### config.mk
export PLATFORM = sky130hd
export DESIGN_NAME = hc21_ste_bus_watchdog
export DESIGN_NICKNAME = d
export VERILOG_FILES = /design/src/rtl/hc21_ste_pkg.sv /design/src/rtl/hc21_sync_n.sv /design/src/rtl/hc21_ste_bus_watchdog.sv
export SDC_FILE = /design/constraint.sdc
export NUM_CORES = 1
export LEC_CHECK = 0
export ABC_AREA = 1
export CAP_MARGIN = 5
export CELL_PAD_IN_SITES_DETAIL_PLACEMENT = 1
export CELL_PAD_IN_SITES_GLOBAL_PLACEMENT = 1
export CORE_MARGIN = 2
export CORE_UTILIZATION = 30
export DETAILED_ROUTE_END_ITERATION = 8
export GPL_TIMING_DRIVEN = 0
export PLACE_DENSITY_LB_ADDON = 0.1
export SKIP_LAST_GASP = 1
export SYNTH_ARGS = -nofsm -noshare
export SYNTH_HDL_FRONTEND = slang
export SYNTH_SLANG_ARGS = --single-unit
### constraint.sdc
create_clock -name sysclk -period 3.4 [get_ports sysclk]
set_clock_uncertainty 0.2 [all_clocks]
set_input_delay 0.34 -clock sysclk [delete_from_list [all_inputs] [get_ports sysclk]]
set_output_delay 0.34 -clock sysclk [all_outputs]
set_load 0.02 [all_outputs]
### src/rtl/hc21_ste_pkg.sv
// hc21_ste_pkg: shared STE bus definitions for the watchdog and the CPU interface stage.
//   ste_state_e  - watchdog transfer state encoding
//   ste_cm_e     - STE command line (cm[2:0]) codes
//   st_is_fail() - true for states that report a transfer error
package hc21_ste_pkg;

    typedef enum logic [2:0] {
        ST_IDLE = 3'd0,
        ST_WAIT = 3'd1,
        ST_ACK  = 3'd2,
        ST_ERR  = 3'd3,
        ST_TOUT = 3'd4
    } ste_state_e;

    typedef enum logic [2:0] {
        CM_VECTOR_RD = 3'b000,
        CM_RSVD_1    = 3'b001,
        CM_RSVD_2    = 3'b010,
        CM_RSVD_3    = 3'b011,
        CM_IO_WR     = 3'b100,
        CM_IO_RD     = 3'b101,
        CM_MEM_WR    = 3'b110,
        CM_MEM_RD    = 3'b111
    } ste_cm_e;

    localparam int ERRLOG_W = 8;

    function automatic logic st_is_fail(input ste_state_e s);
        return (s == ST_ERR) || (s == ST_TOUT);
    endfunction

endpackage

### src/rtl/hc21_sync_n.sv
// hc21_sync_n: multi-flop synchroniser for an asynchronous active-low signal.
//   clk_i  - destination clock
//   rst_i  - synchronous active-high reset, all stages reset to 1 (inactive)
//   d_i    - asynchronous input
//   q_o    - synchronised output, STAGES cycles behind d_i
module hc21_sync_n #(
    parameter int STAGES = 2
) (
    input  logic clk_i,
    input  logic rst_i,
    input  logic d_i,
    output logic q_o
);

    logic [STAGES-1:0] ff_q;

    always_ff @(posedge clk_i) begin
        if (rst_i) ff_q <= '1;
        else       ff_q <= {ff_q[STAGES-2:0], d_i};
    end

    assign q_o = ff_q[STAGES-1];

endmodule

### src/rtl/hc21_ste_bus_watchdog.sv
// hc21_ste_bus_watchdog: STE bus transfer watchdog qualifying slave ack/error and forcing a
// transfer error when no slave answers within TIMEOUT_CYCLES.
//   sysclk        - system clock, rising edge
//   sysrst        - synchronous active-high reset
//   busstb_n      - strobe from CPU interface stage (active low, synchronous)
//   cm[2:0]       - command lines, captured at strobe start
//   ste_datack_n  - raw backplane acknowledge (asynchronous, active low)
//   ste_tfrerr_n  - raw backplane transfer error (asynchronous, active low)
//   datack_n      - qualified acknowledge (registered, active low)
//   tfrerr_n      - qualified slave/timeout error (registered, active low)
//   busy          - high in every state except IDLE
//   timeout_pulse - one-cycle pulse on watchdog expiry, aligned with tfrerr_n assertion
// Optional (macro HC21_STE_ERRLOG_EN):
//   err_count[7:0] - saturating count of failed transfers
//   err_cm[2:0]    - cm of the last failed transfer
module hc21_ste_bus_watchdog
    import hc21_ste_pkg::*;
#(
    parameter int TIMEOUT_CYCLES = 255,
    parameter int SYNC_STAGES    = 2
) (
    input  logic       sysclk,
    input  logic       sysrst,
    input  logic       busstb_n,
    input  logic [2:0] cm,
    input  logic       ste_datack_n,
    input  logic       ste_tfrerr_n,
    output logic       datack_n,
    output logic       tfrerr_n,
    output logic       busy,
    output logic       timeout_pulse
`ifdef HC21_STE_ERRLOG_EN
    ,
    output logic [ERRLOG_W-1:0] err_count,
    output logic [2:0]          err_cm
`endif
);

    localparam int           CW = $clog2(TIMEOUT_CYCLES);
    localparam logic [CW-1:0] TC = CW'(TIMEOUT_CYCLES - 1);

    logic       ack_s_n, err_s_n;
    ste_state_e state_q, state_d;
    logic [CW-1:0] cnt_q, cnt_d;
    logic [2:0] cm_q, cm_d;
    logic       datack_n_q, tfrerr_n_q, timeout_pulse_q;

    hc21_sync_n #(.STAGES(SYNC_STAGES)) u_sync_ack (
        .clk_i (sysclk),
        .rst_i (sysrst),
        .d_i   (ste_datack_n),
        .q_o   (ack_s_n)
    );

    hc21_sync_n #(.STAGES(SYNC_STAGES)) u_sync_err (
        .clk_i (sysclk),
        .rst_i (sysrst),
        .d_i   (ste_tfrerr_n),
        .q_o   (err_s_n)
    );

    // In WAIT an abort wins, then error over ack, then ack over the terminal count.
    always_comb begin
        state_d = state_q;
        cnt_d   = cnt_q;
        cm_d    = cm_q;
        case (state_q)
            ST_IDLE: begin
                if (!busstb_n) begin
                    state_d = ST_WAIT;
                    cnt_d   = '0;
                    cm_d    = cm;
                end
            end
            ST_WAIT: begin
                cnt_d = (cnt_q == TC) ? cnt_q : cnt_q + CW'(1);
                if (busstb_n)          state_d = ST_IDLE;
                else if (!err_s_n)     state_d = ST_ERR;
                else if (!ack_s_n)     state_d = ST_ACK;
                else if (cnt_q == TC)  state_d = ST_TOUT;
            end
            default: begin
                if (busstb_n) state_d = ST_IDLE;
            end
        endcase
    end

    // Outputs follow state_q by one cycle; tfrerr_n_q is still high only on the
    // first TOUT cycle, which makes the pulse single-cycle and aligned with tfrerr_n.
    always_ff @(posedge sysclk) begin
        if (sysrst) begin
            state_q         <= ST_IDLE;
            cnt_q           <= '0;
            cm_q            <= '0;
            datack_n_q      <= 1'b1;
            tfrerr_n_q      <= 1'b1;
            timeout_pulse_q <= 1'b0;
        end else begin
            state_q         <= state_d;
            cnt_q           <= cnt_d;
            cm_q            <= cm_d;
            datack_n_q      <= (state_q != ST_ACK);
            tfrerr_n_q      <= !st_is_fail(state_q);
            timeout_pulse_q <= (state_q == ST_TOUT) && tfrerr_n_q;
        end
    end

    assign datack_n      = datack_n_q;
    assign tfrerr_n      = tfrerr_n_q;
    assign timeout_pulse = timeout_pulse_q;
    assign busy          = (state_q != ST_IDLE);

`ifdef HC21_STE_ERRLOG_EN
    logic [ERRLOG_W-1:0] err_count_q;
    logic [2:0]          err_cm_q;

    always_ff @(posedge sysclk) begin
        if (sysrst) begin
            err_count_q <= '0;
            err_cm_q    <= '0;
        end else if (state_q == ST_WAIT && st_is_fail(state_d)) begin
            err_count_q <= (&err_count_q) ? err_count_q : err_count_q + ERRLOG_W'(1);
            err_cm_q    <= cm_q;
        end
    end

    assign err_count = err_count_q;
    assign err_cm    = err_cm_q;
`else
    // The captured command is only consumed by the error log.
    logic unused_cm;
    assign unused_cm = ^cm_q;
`endif

endmodule

# Word level (Yosys, flattened, before mapping)
# Index checks and enable logic that the tools add are counted.
[op_classes]
addsub = 1
eq_ne = 8
muxes = 10
n_reduce_logical = 9
[ops]
columns = ["op", "count"]
rows = [
  ["3-bit two-way mux", 6],
  ["8-bit two-way mux", 2],
  ["8-bit one-hot mux with 2 select lines", 1],
  ["8-bit by 1-bit adder with 8-bit output (second input constant)", 1],
  ["8-bit equality test (second input constant)", 1],
  ["3-bit one-hot mux with 2 select lines", 1],
  ["3-bit AND reduction", 2],
  ["3-bit nonzero test", 2],
  ["5-bit != test (second input constant)", 1],
  ["2-bit != test (second input constant)", 2],
  ["3-bit by 1-bit equality test with 1-bit output (second input constant)", 1],
  ["3-bit by 2-bit equality test with 1-bit output (second input constant)", 1],
  ["3-bit equality test (second input constant)", 1],
  ["3-bit logical NOT", 1],
  ["3-bit by 2-bit != test with 1-bit output (second input constant)", 1],
  ["2-bit nonzero test", 1],
  ["1-bit logical AND", 1],
  ["1-bit logical NOT", 1],
  ["1-bit logical OR", 1],
]
[totals]
register_bits = 18
input_bits = 8
output_inout_bits = 4

# Longest topological paths before layout
[depth]
word_depth = 6
depth_mapped = 11
ltp_nobuf = 11

# Cells and area by module
# Synthesis repeated with hierarchy kept, for this count alone.
[hier_totals]
hier_cells = 148
hier_area_um2 = 958.4
[by_module_without_submodules]
columns = ["module", "n_inst", "cells_each", "area_each_um2", "seq_area_each_um2"]
rows = [
  ["hc21_ste_bus_watchdog", 1, 134, 840.8, 280.3],
  ["hc21_sync_n", 2, 7, 58.8, 40.0],
]

# Worst setup path before layout
# OpenSTA, ideal clock, no wires.
[synth_path]
path_kind = "register -> register"
startpoint = "reg cnt_q[0]"
endpoint = "reg cnt_q[7]"
t_arrival_ns = 1.083
required_time_ns = 3.085
path_slack_ns = 2.002
stages_incl_launch_ff = 11
path_buffers = 0
period_less_slack_ns = 1.398
cell_sequence = "dfxtp_1 inv_1 ha_1 nand2_1 nor2_2 nand2_4 nand2_8 inv_4 nand3_1 nand2_1 nor2_1"
[synth_via]
elab_chain_len = 3
elab_cells_between_ends = 6
[synth_rtl]
columns = ["item", "line", "source"]
rows = [
  ["start, declared", "hc21_ste_bus_watchdog.sv:44", "logic [CW-1:0] cnt_q, cnt_d;"],
  ["start signal, assigned", "hc21_ste_bus_watchdog.sv:100", "cnt_q <= cnt_d;"],
  ["8-bit by 1-bit adder with 8-bit output or 8-bit equality test (tied branches)", "hc21_ste_bus_watchdog.sv:76", "cnt_d = (cnt_q == TC) ? cnt_q : cnt_q + CW'(1);"],
  ["8-bit two-way mux or 2-bit != test (tied branches)", "-", ""],
  ["8-bit one-hot mux with 2 select lines or 3-bit AND reduction (tied branches)", "-", ""],
]
# Several ways; a longest one is shown, not always the timed one. The select of a mux whose other input is x is not followed.
# A chain may end at the register's enable or synchronous reset.

# Final worst setup path
[layout_path]
startpoint = "reg state_q[1]"
endpoint = "out busy"
[layout_via]
elab_chain_len = 1
[layout_rtl]
columns = ["item", "line", "source"]
rows = [
  ["start, declared", "hc21_ste_bus_watchdog.sv:43", "ste_state_e state_q, state_d;"],
  ["start signal, assigned", "hc21_ste_bus_watchdog.sv:99", "state_q <= state_d;"],
  ["3-bit nonzero test", "hc21_ste_bus_watchdog.sv:111", "assign busy = (state_q != ST_IDLE);"],
  ["end, declared", "hc21_ste_bus_watchdog.sv:30", "output logic busy,"],
]
# No other way between the ends.

==> results.sh <==
export IMPL_antenna_cells=0
export IMPL_grt_usage=0.139
export IMPL_required_ns=2.86
export IMPL_finalWirelength_um=2140
export IMPL_setup_viol=0
export IMPL_final_cell_count_no_fill=188
export IMPL_yosys_cell_types_count=23
export IMPL_worstSetupPathType="flop to output pin"
export IMPL_synthCells=132
export IMPL_start_kind="flop"
export IMPL_rows=20
export IMPL_die_h_um=61.0
export IMPL_gp_congestion=0.738
export IMPL_path_clk_slew_ns=0.11
export IMPL_cts_hold_buffers=0
export IMPL_peakVddDrop_v=0.000243
export IMPL_h_tree_depth=1
export IMPL_place_hpwl_um=1720
export IMPL_ctsResizeCount=0
export IMPL_cts_root_buf="clkbuf_4"
export IMPL_fin_setup_tns_ns=0
export IMPL_die_area_mm2=0.00372
export IMPL_worstPathCellList="inv_2, nand2_2, nor2_4, inv_1, clkdlybuf4s50_1"
export IMPL_r2r_cells=10
export IMPL_reg2reg_from="cnt_q[0]"
export IMPL_cts_max_path_buffers=2
export IMPL_cp_max_fo=5
export IMPL_ios=12
export IMPL_cts_made_buffers=3
export IMPL_place_area_mm2=0.00111
export IMPL_status="complete, no violations"
export IMPL_area_delta_synth_final_pct=17.6
export IMPL_hold_class="flop to flop"
export IMPL_ys_ff_latch=18
export IMPL_start_util=0.316
export IMPL_relSlewSlack=0.810
export IMPL_synth_main_ff_cell="dfxtp_1"
export IMPL_design_area_mm2=0.00114
export IMPL_ys_seq_area_frac=0.370
export IMPL_drv_slew=0
export IMPL_power_density_mw_per_mm2=721
export IMPL_cp_depth=5
export IMPL_cp_startpoint="state_q[1]"
export IMPL_async_flop_share=0
export IMPL_worst_slew_pin_slew_ns=0.283
export IMPL_syn_nets=142
export IMPL_antenna_left=0
export IMPL_final_hold_viol_count=0
export IMPL_end_kind="output pin"
export IMPL_place_inst=184
export IMPL_critPathArrivalTime_ns=1.61
export IMPL_cts_setup_buffers=0
export IMPL_grt_max_degree=11
export IMPL_cp_num_buf_inv=3
export IMPL_cp_top_family="buffers and inverters"
export IMPL_cellLeakagePower_uw=0.000484
export IMPL_vias_per_cell=4.54
export IMPL_grt_pass1_wl_um=3820
export IMPL_holdPathStages=1
export IMPL_overflow=0
export IMPL_core_area_mm2=0.00308
export IMPL_drtIter0Drc=22
export IMPL_period_minus_slack_ns=2.15
export IMPL_netlist_area_um2=973
export IMPL_layout_nets=155
export IMPL_avgSynthCellArea_um2=7.37
export IMPL_layout_drive_gt1_share=0.201
export IMPL_cts_tree="done"
export IMPL_clkSinkCount=18
export IMPL_final_util=0.372
export IMPL_antenna_found_initial=0
export IMPL_vias=854
export IMPL_wl_per_cell_um=11.4
export IMPL_dieWidth_um=61.0
export IMPL_slowest_stage="clkdlybuf4s50_1"
export IMPL_grt_pass1_vias=865
export IMPL_dr_pass1_iters=4
export IMPL_insertion_delay_ns=0.29
export IMPL_yosysWarnings=0
export IMPL_cpPeakStageDelay_ns=0.59
export IMPL_fmax_mhz=464
export IMPL_rsz0062_at_grt="false"
export IMPL_maxCapViolCount=0
export IMPL_drt_drc_violations_left=0
export IMPL_synth_edf_count=0
export IMPL_layout_worst_path_cycle_share=0.634
export IMPL_hold_path_startpoint="u_sync_err.ff_q[0]"
export IMPL_place_port_buffers=8
==> per-layer routing <==
| metal | vias to the layer above | share of wire | global-route usage |
|---|---|---|---|
| met2 | 6 | 0.52 | 0.250 |
| li1 | 445 | - | - |
| met5 | - | 0 | 0 |
| met4 | 0 | 0.0070 | 0.0466 |
| met1 | 401 | 0.45 | 0.169 |
| met3 | 2 | 0.022 | 0.0192 |
==> cells in the mapped netlist (3+ instances only) <==
master / instances / area share
nand2_1: 31 / 0.12
or2_2: 4 / 0.026
o21ai_0: 3 / 0.015
inv_1: 14 / 0.054
a21oi_1: 8 / 0.041
nand2_4: 4 / 0.046
nand4_1: 3 / 0.019
nor2_1: 10 / 0.039
nand2_2: 4 / 0.026
dfxtp_1: 18 / 0.37
nand3_1: 13 / 0.067
nor2_4: 4 / 0.046
==> flip-flops by register name, summed over array words and instances, names as in the netlist <==
name / cells
cnt_q: 8
state_q: 3
u_sync_ack.ff_q: 2
u_sync_err.ff_q: 2
datack_n: 1
tfrerr_n: 1
timeout_pulse: 1
==> report_power, final <==
| group | internal, uW | total, uW | switching (uW) |
|---|---|---|---|
| sequential | 245 | 278 | 32.8 |
| clock | 65.1 | 134 | 68.7 |
| combinational | 156 | 414 | 258 |
| total | 466 | 826 | 360 |
==> cell type report <==
| type | instances | area [um2] |
|---|---|---|
| tap | 44 | 55.1 |
| buffer | 2 | 15.0 |
| timing repair buffer | 8 | 80.1 |
| fill | 409 | 1930 |
| clock buffer | 4 | 36.3 |
| inverter | 18 | 72.6 |
| multi-input combinational | 94 | 526 |
| sequential | 18 | 360 |
==> layout by cell type (no fill, tap or decap), types with 3 or more instances in the layout <==
cell	netlist	final
o21ai_0	3	3
nand2_2	4	4
inv_1	14	14
nand2_1	31	31
a21oi_1	8	8
nand2_4	4	4
nand3_1	13	13
or2_2	4	4
nor2_4	4	4
nand4_1	3	3
clkdlybuf4s50_1	0	8
dfxtp_1	18	18
clkbuf_4	0	3
nor2_1	10	10
==> kinds of logic after synthesis <==
logic type                 synth area share
and+or+nand+nor                       0.438
buffers and inverters                0.0900
DFF                                   0.370
AOI/OAI and AO/OA                    0.0668
adders and majority gates            0.0257
xor gates and xnor gates            0.00900
==> worst paths after layout <==
check | endpoint | slack (ns)
worst max register to register | cnt_q[7] | 1.85
worst min register to register | u_sync_err.ff_q[1] | 0.22
worst max-delay path | busy | 1.25
worst min-delay path | u_sync_err.ff_q[1] | 0.22
==> metrics by stage <==
| stage | setup WS (ns) | total power [uW] | hold slack (ns) |
|---|---|---|---|
| finish | 1.25 | 826 | 0.224 |
| global route | 1.14 | 903 | 0.241 |
| CTS | 1.22 | 841 | 0.227 |
| detailed placement | 1.56 | 705 | 0.201 |
| global placement | 1.57 | 696 | 0.194 |
| floorplan | 2.00 | 593 | 0.189 |
No activity file was read; power rests on OpenSTA's default activity.
